==> src/rtl/control_pipeline_unit.sv <==
// Decode-stage control unit: decodes opcodeD and carries the control word through the E, M and WB stages.
// Vector writes wider than the lane count are issued as consecutive lane-group beats.
module control_pipeline_unit #(
    parameter int OPCODE_WIDTH  = 4,
    parameter int VECTOR_LENGTH = 8,
    parameter int LANES         = 4,
    localparam int NUM_BEATS    = (VECTOR_LENGTH + LANES - 1) / LANES,
    localparam int BEAT_W       = (NUM_BEATS > 1) ? $clog2(NUM_BEATS) : 1
) (
    input  logic                    clk,
    input  logic                    rst,
    input  logic [OPCODE_WIDTH-1:0] opcodeD,
    input  logic                    validD,
    input  logic                    stallE,
    input  logic                    flushE,
    output logic                    readyD,
    output logic                    validE,
    output logic                    isScalarInstructionE,
    output logic                    isVectorScalarOperationE,
    output logic                    useInmediateE,
    output logic                    illegalOpcodeE,
    output logic [2:0]              aluControlE,
    output logic [BEAT_W-1:0]       beatE,
    output logic [LANES-1:0]        laneMaskE,
    output logic                    validM,
    output logic                    writeToMemoryEnableM,
    output logic                    outFlagM,
    output logic                    validW,
    output logic                    resultSelectorW,
    output logic                    writeEnableScalarW,
    output logic                    writeEnableVectorW
);

    typedef struct packed {
        logic       isScalar;
        logic       vsOp;
        logic       resultSel;
        logic       weScalar;
        logic       weVector;
        logic       weMem;
        logic       useImm;
        logic [2:0] alu;
        logic       outFlag;
        logic       illegal;
    } ctrl_t;

    typedef enum logic {IDLE, ISSUE} state_t;

    function automatic ctrl_t decodeOp(input logic [OPCODE_WIDTH-1:0] op);
        ctrl_t c;
        c = '0;
        if ((op >> 4) != '0) begin
            c.illegal = 1'b1;
        end else begin
            case (op[3:0])
                4'h0: ;
                4'h1: begin c.isScalar = 1'b1; c.weMem = 1'b1; c.alu = 3'b110; end
                4'h2: begin c.isScalar = 1'b1; c.resultSel = 1'b1; c.weVector = 1'b1; c.alu = 3'b110; end
                4'h3: begin c.isScalar = 1'b1; c.weScalar = 1'b1; c.useImm = 1'b1; c.alu = 3'b111; end
                4'h4: begin c.isScalar = 1'b1; c.resultSel = 1'b1; c.outFlag = 1'b1; c.alu = 3'b110; end
                4'h5: begin c.isScalar = 1'b1; c.weScalar = 1'b1; c.alu = 3'b000; end
                4'h6: begin c.isScalar = 1'b1; c.weScalar = 1'b1; c.alu = 3'b001; end
                4'h7: begin c.weVector = 1'b1; c.alu = 3'b000; end
                4'h8: begin c.weVector = 1'b1; c.alu = 3'b001; end
                4'h9: begin c.weVector = 1'b1; c.alu = 3'b011; end
                4'hA: begin c.vsOp = 1'b1; c.weVector = 1'b1; c.useImm = 1'b1; c.alu = 3'b010; end
                4'hB: begin c.isScalar = 1'b1; c.alu = 3'b001; end
                4'hC, 4'hD, 4'hE: begin c.isScalar = 1'b1; c.useImm = 1'b1; c.alu = 3'b111; end
                default: c.illegal = 1'b1;
            endcase
        end
        return c;
    endfunction

    // Only the final beat can be partial: it covers the elements left over after the full groups.
    function automatic logic [LANES-1:0] beatMask(input logic [BEAT_W-1:0] beat);
        localparam int LAST_LANES = VECTOR_LENGTH - (NUM_BEATS - 1) * LANES;
        logic [LANES-1:0] m;
        m = '1;
        if (int'(beat) == NUM_BEATS - 1) begin
            for (int i = 0; i < LANES; i++) m[i] = (i < LAST_LANES);
        end
        return m;
    endfunction

    // Vector work lights every lane, scalar work lane 0, nop/illegal none.
    function automatic logic [LANES-1:0] singleMask(input ctrl_t c);
        logic [LANES-1:0] m;
        m = '0;
        if (c.weVector || c.vsOp) m = '1;
        else if (c.isScalar)      m[0] = 1'b1;
        return m;
    endfunction

    state_t                  state;
    logic [OPCODE_WIDTH-1:0] seqOpcode;
    logic [BEAT_W-1:0]       nextBeat;
    ctrl_t                   decD;
    ctrl_t                   seqCtrl;
    logic                    accept;
    logic                    multiBeatD;

    ctrl_t             ctrl_p0;
    logic              vld_p0;
    logic [BEAT_W-1:0] beat_p0;
    logic [LANES-1:0]  mask_p0;

    logic vld_p1, weMem_p1, outFlag_p1, resultSel_p1, weScalar_p1, weVector_p1;
    logic vld_p2, resultSel_p2, weScalar_p2, weVector_p2;

    assign decD       = decodeOp(opcodeD);
    assign seqCtrl    = decodeOp(seqOpcode);
    assign multiBeatD = decD.weVector && (NUM_BEATS > 1);
    assign readyD     = !rst && !stallE && (state == IDLE);
    assign accept     = validD && readyD;

    // E stage and beat sequencer
    always_ff @(posedge clk) begin
        if (rst || flushE) begin
            state    <= IDLE;
            nextBeat <= '0;
            vld_p0   <= 1'b0;
            ctrl_p0  <= '0;
            beat_p0  <= '0;
            mask_p0  <= '0;
            if (rst) seqOpcode <= '0;
        end else if (stallE) begin
            state <= state;
        end else if (state == ISSUE) begin
            vld_p0  <= 1'b1;
            ctrl_p0 <= seqCtrl;
            beat_p0 <= nextBeat;
            mask_p0 <= beatMask(nextBeat);
            if (int'(nextBeat) == NUM_BEATS - 1) begin
                state    <= IDLE;
                nextBeat <= '0;
            end else begin
                nextBeat <= nextBeat + 1'b1;
            end
        end else if (accept) begin
            vld_p0  <= 1'b1;
            ctrl_p0 <= decD;
            beat_p0 <= '0;
            if (multiBeatD) begin
                mask_p0   <= beatMask('0);
                state     <= ISSUE;
                nextBeat  <= BEAT_W'(1);
                seqOpcode <= opcodeD;
            end else begin
                mask_p0 <= singleMask(decD);
            end
        end else begin
            vld_p0  <= 1'b0;
            ctrl_p0 <= '0;
            beat_p0 <= '0;
            mask_p0 <= '0;
        end
    end

    // M stage
    always_ff @(posedge clk) begin
        if (rst || stallE) begin
            vld_p1       <= 1'b0;
            weMem_p1     <= 1'b0;
            outFlag_p1   <= 1'b0;
            resultSel_p1 <= 1'b0;
            weScalar_p1  <= 1'b0;
            weVector_p1  <= 1'b0;
        end else begin
            vld_p1       <= vld_p0;
            weMem_p1     <= ctrl_p0.weMem;
            outFlag_p1   <= ctrl_p0.outFlag;
            resultSel_p1 <= ctrl_p0.resultSel;
            weScalar_p1  <= ctrl_p0.weScalar;
            weVector_p1  <= ctrl_p0.weVector;
        end
    end

    // WB stage
    always_ff @(posedge clk) begin
        if (rst) begin
            vld_p2       <= 1'b0;
            resultSel_p2 <= 1'b0;
            weScalar_p2  <= 1'b0;
            weVector_p2  <= 1'b0;
        end else begin
            vld_p2       <= vld_p1;
            resultSel_p2 <= resultSel_p1;
            weScalar_p2  <= weScalar_p1;
            weVector_p2  <= weVector_p1;
        end
    end

    assign validE                   = vld_p0;
    assign isScalarInstructionE     = ctrl_p0.isScalar;
    assign isVectorScalarOperationE = ctrl_p0.vsOp;
    assign useInmediateE            = ctrl_p0.useImm;
    assign illegalOpcodeE           = ctrl_p0.illegal;
    assign aluControlE              = ctrl_p0.alu;
    assign beatE                    = beat_p0;
    assign laneMaskE                = mask_p0;
    assign validM                   = vld_p1;
    assign writeToMemoryEnableM     = weMem_p1;
    assign outFlagM                 = outFlag_p1;
    assign validW                   = vld_p2;
    assign resultSelectorW          = resultSel_p2;
    assign writeEnableScalarW       = weScalar_p2;
    assign writeEnableVectorW       = weVector_p2;

endmodule

==> config.mk <==
export PLATFORM = sky130hd
export DESIGN_NAME = control_pipeline_unit
export DESIGN_NICKNAME = d
export VERILOG_FILES = /design/src/rtl/control_pipeline_unit.sv
export SDC_FILE = /design/constraint.sdc
export NUM_CORES = 1
export LEC_CHECK = 0
export CORE_MARGIN = 8
export CORE_UTILIZATION = 50
export CTS_CLUSTER_SIZE = 10
export DETAILED_ROUTE_END_ITERATION = 8
export GPL_ROUTABILITY_DRIVEN = 1
export GPL_TIMING_DRIVEN = 0
export PLACE_DENSITY_LB_ADDON = 0.05
export SYNTH_ARGS = -nofsm -noshare
export SYNTH_HDL_FRONTEND = slang
export SYNTH_SLANG_ARGS = --single-unit
==> constraint.sdc <==
create_clock -name clk -period 3.8 [get_ports clk]
set_input_delay 0.76 -clock clk [delete_from_list [all_inputs] [get_ports clk]]
set_output_delay 0.76 -clock clk [all_outputs]
set_load 0.01 [all_outputs]
Word level (Yosys, flattened, before mapping)
Cells that the tools add are included.
{ "totals": {"register_bits": 34, "inputBits": 9, "out_inout_bits": 21, "word_cells": 139} }
{ "classes": {"addsub": 1, "n_eq_ne": 31, "muxes": 45, "n_bitwise": 2, "reduce_logical": 34} }
{ "op_table": {"columns": ["operator", "count"], "rows": [
  ["equality test 4 bit (second input constant)", 14],
  ["2-to-1 mux 4 bit", 9],
  ["equality test 4 x 3 -> 1 bit (second input constant)", 8],
  ["2-to-1 mux 1 bit", 31],
  ["one-hot mux 3 bit (5 select lines)", 2],
  ["OR reduction 15 bit", 2],
  ["2-to-1 mux 12 bit", 2],
  ["OR reduction 10 bit", 2],
  ["OR reduction 5 bit", 4],
  ["OR reduction 3 bit", 6],
  ["equality test 4 x 2 -> 1 bit (second input constant)", 4],
  ["equality test 4 x 1 -> 1 bit (second input constant)", 2],
  ["logical NOT 4 bit", 2],
  ["nonzero test 2 bit", 4],
  ["OR reduction 4 bit", 2],
  ["AND reduction 5 bit", 1],
  ["inequality test 2 x 1 -> 1 bit (second input constant)", 2],
  ["OR reduction 2 bit", 2],
  ["logical AND 1 bit", 3],
  ["logical OR 1 bit", 3],
  ["2-to-1 mux 3 bit", 1],
  ["AND reduction 3 bit", 1],
  ["logical NOT 1 bit", 2],
  ["inequality test 2 bit (second input constant)", 1],
  ["other kinds (2)", 3]
]} }

Longest topological paths before layout
{ "logic_depth": {"depth_word": 8, "depth_mapped": 6, "ltp_nobuf": 4} }

Worst setup path before layout
Ideal clock, no wire load.
{ "synth_path": {"path_type": "input to output", "start": "in stallE", "end": "out readyD", "arrival_ns": 1.262, "t_required_ns": 3.040, "path_slack_ns": 1.778, "stages": 2, "n_path_buf": 1, "path_cell_list": "clkbuf_1 > nor3_1"} }
{ "synth_between": {"elab_chain_cells": 3} }
{ "synth_rtl": {"columns": ["item", "line_no", "rtl"], "rows": [
  ["from (decl)", "14", "input logic stallE,"],
  ["logical NOT 1 bit", "114", "assign readyD = !rst && !stallE && (state == IDLE);"],
  ["logical AND 1 bit (2 in a row)", "114", null],
  ["to (decl)", "16", "output logic readyD,"]
]} }
Every way passes these cells.

Worst setup path in the final report
Same ends and word-level chain as after synthesis.

==> run summary <==
Register area share after synthesis - 42.90%
CP max stage delay - 0.61 ns
Total vias in the final route - 1462
Post-CTS resize count - 0
Syn Std Cell Area - 1587 um2
Met1 wire length - 1.905 mm
Sw Pwr - 188.8 uW
Fmax - 0.3150 GHz
DIE HEIGHT - 72.33 um
H-tree levels - 2
Routed Wire Length - 4.024 mm
Crit path kind - in2out
All-Layer GR Usage - 16.18%
Maximum clock path buffer count - 2
Final #Nets - 232
Worst setup EP type - output port
Core area - 3028 um2
Worst path arrival time - 2.41 ns
Post-Syn Area per Cell - 8.439 um2
Core Util, Final - 66.45%
Final GP Congestion - 0.9173
Max_cap viols - 0
I/O Buffers - 28
GRT Residual Overflow - 0
Clock latency on the worst-skew pair - 0.34 ns
Die Wd - 72.33 um
Area grow syn2layout - 26.81%
Post-synth ARST share - 0%
DR pass1 iterations - 4
Synthesized Nets - 197
CTS tree - yes
IO Pins - 30
CP startpoint kind - input port
DP Wirelength - 2.944 mm
Clock power share - 36.6%
Final hold slack - 0.4452 ns
Clk_skew - 0.005118 ns
Most frequent CP cell - clkdlybuf4s50_1
Worst path cell trace - clkdlybuf4s50_1 > clkbuf_1 > nor3_1 > clkdlybuf4s50_1
Worst Path Buf+Inv - 3
Final-layout fill cell count - 260
DRC Markers - 0
Rel. slew slack - 65.75%
Final Max Tran Viols - 0
Met3 WL post-DR - 264 um
Cell variety after synth - 44
Routed WL per cell - 15.01 um
Unrepaired setup endpoints after global routing - false
Crit share post-route - 83.53%
Setup Viol. Count Final - 0
Rows - 20
Placed insts - 260
N_diodes - 0
# Post-CTS Setup Buffers - 0
CP top delay family - buffers and inverters
Number of antenna violations at the first check in global routing - 0
Comb power frac - 14.6%
Post-place setup slack - 0.6362 ns
Critical Path RT - 3.04 ns
Status - completed
CTS Hold Bufs - 0
Drt initial violations - 120
Minimum clock period - 3.174 ns
EDFF count, synth - 4
Seq cells post-synth - 32
Worst-margin pin slew - 0.5138 ns
Number of global-route vias before repair - 1371
Most frequent cells in the layout - dfxtp_1 (28), clkdlybuf4s50_1 (28), o21ai_0 (19)
Final WS setup - 0.6258 ns
Fin cells - 268
DR top layer - met4
TNS Setup - 0 ns
CTS sink count - 32
Sequential share of power - 48.7%
Leakage - 0.0007300 uW
Mapped Cells - 188
DR WL met2 - 1.750 mm
Sw frac - 25.70%
Worst Path Max Fanout - 10
Routed Antenna Nets - 0
Peak supply drop - 0.2101 mV
Final Hold Viols - 0
TritonCTS Buffers - 5
PD cells - 365.2 nW/um2
Vias/cell - 5.455
Post-synth top flop - dfxtp_1
Type of the tightest min-delay check - reg2reg
Critical path's slowest cell - clkdlybuf4s50_1
Layout cells sized above 1 - 10.27%
Reg clk slew, reported paths - 0.10 ns
Internal power - 545.9 uW
Clk root buf - clkbuf_4
Global-route wire length before repair - 6.699 mm
Largest net degree at the start of global routing - 11
Yosys Warn Count - 0
Initial Util - 52.40%
Die ar. - 5232 um2
## synthesized netlist by cell type, types with 4 or more instances
library cell / count / area, um2
nor2b_1: 8 / 50.05
nor2_1: 18 / 67.56
a31oi_1: 4 / 25.02
edfxtp_1: 4 / 120.1
and2_1: 9 / 56.30
o21ai_0: 19 / 95.09
dfxtp_1: 28 / 560.5
clkbuf_1: 14 / 52.55
inv_1: 4 / 15.01
a21oi_1: 17 / 85.08
buf_4: 5 / 37.54
nor3_1: 8 / 40.04
nand2_1: 7 / 26.28
xnor2_1: 5 / 43.79
## through the flow
stage	instance area, um2	power, uW
floorplan	1587	432.8
global placement	1922	469.3
detailed placement	1922	471.9
CTS	2012	736.1
global route	2012	765.9
finish	2012	734.7
## power groups by stage
stage                     Combinational, uW  Clock [uW]  Sequential [uW]
after floorplan                        67.5           0              365
after global placement                  104           0              365
after detailed placement                106           0              366
after CTS                               107         271              358
after global routing                    118         288              359
final                                   108         269              358
## logic make-up after synthesis
kind of cell / after synthesis / share of synthesized area [%]
AND/OR/NAND/NOR: 66 / 23.50
AO/OA/AOI/OAI: 55 / 20.82
flip-flops: 32 / 42.90
buffers and inverters: 26 / 7.492
XOR/XNOR: 6 / 3.312
multiplexers: 2 / 1.341
adder cells (fa/ha/maj): 1 / 0.6309
## worst paths after layout
path,from,end,slack (ns),cells after the start
worst max-delay path,stallE,readyD,0.63,4
worst min-delay path,weScalar_p1$_SDFF_PP0_,writeEnableScalarW$_SDFF_PP0_,0.45,1
worst max register to register,state$_SDFFE_PP0N_,seqOpcode[3]$_SDFFCE_PP0P_,2.00,3
worst min register to register,weScalar_p1$_SDFF_PP0_,writeEnableScalarW$_SDFF_PP0_,0.45,1
## final cells by class
cell class | instances | area, um2 | area share (%)
multi-input combinational | 130 | 787.0 | 39.12
sequential | 32 | 680.7 | 33.83
timing repair buffer | 28 | 280.3 | 13.93
buffer | 21 | 100.1 | 4.975
clock buffer | 8 | 90.09 | 4.478
tap | 44 | 55.05 | 2.736
inverter | 5 | 18.77 | 0.9328
## per-layer routing
layer,GRT usage [%],vias to the layer above
li1,-,724
met1,20.68,683
met2,23.37,45
met3,5.234,10
met4,8.617,0
met5,0,-
## flip-flops by register name, summed over array words and instances, names as in the netlist
signal                    cells
aluControlE                   3
beatE                         1
ctrl_p0                       5
illegalOpcodeE                1
isScalarInstructionE          1
isVectorScalarOperationE      1
laneMaskE                     2
nextBeat                      1
outFlagM                      1
resultSel_p1                  1
resultSelectorW               1
seqOpcode                     4
state                         1
useInmediateE                 1
validE                        1
validM                        1
validW                        1
weScalar_p1                   1
weVector_p1                   1
writeEnableScalarW            1
writeEnableVectorW            1
writeToMemoryEnableM          1
No activity file was read; power rests on OpenSTA's default activity.
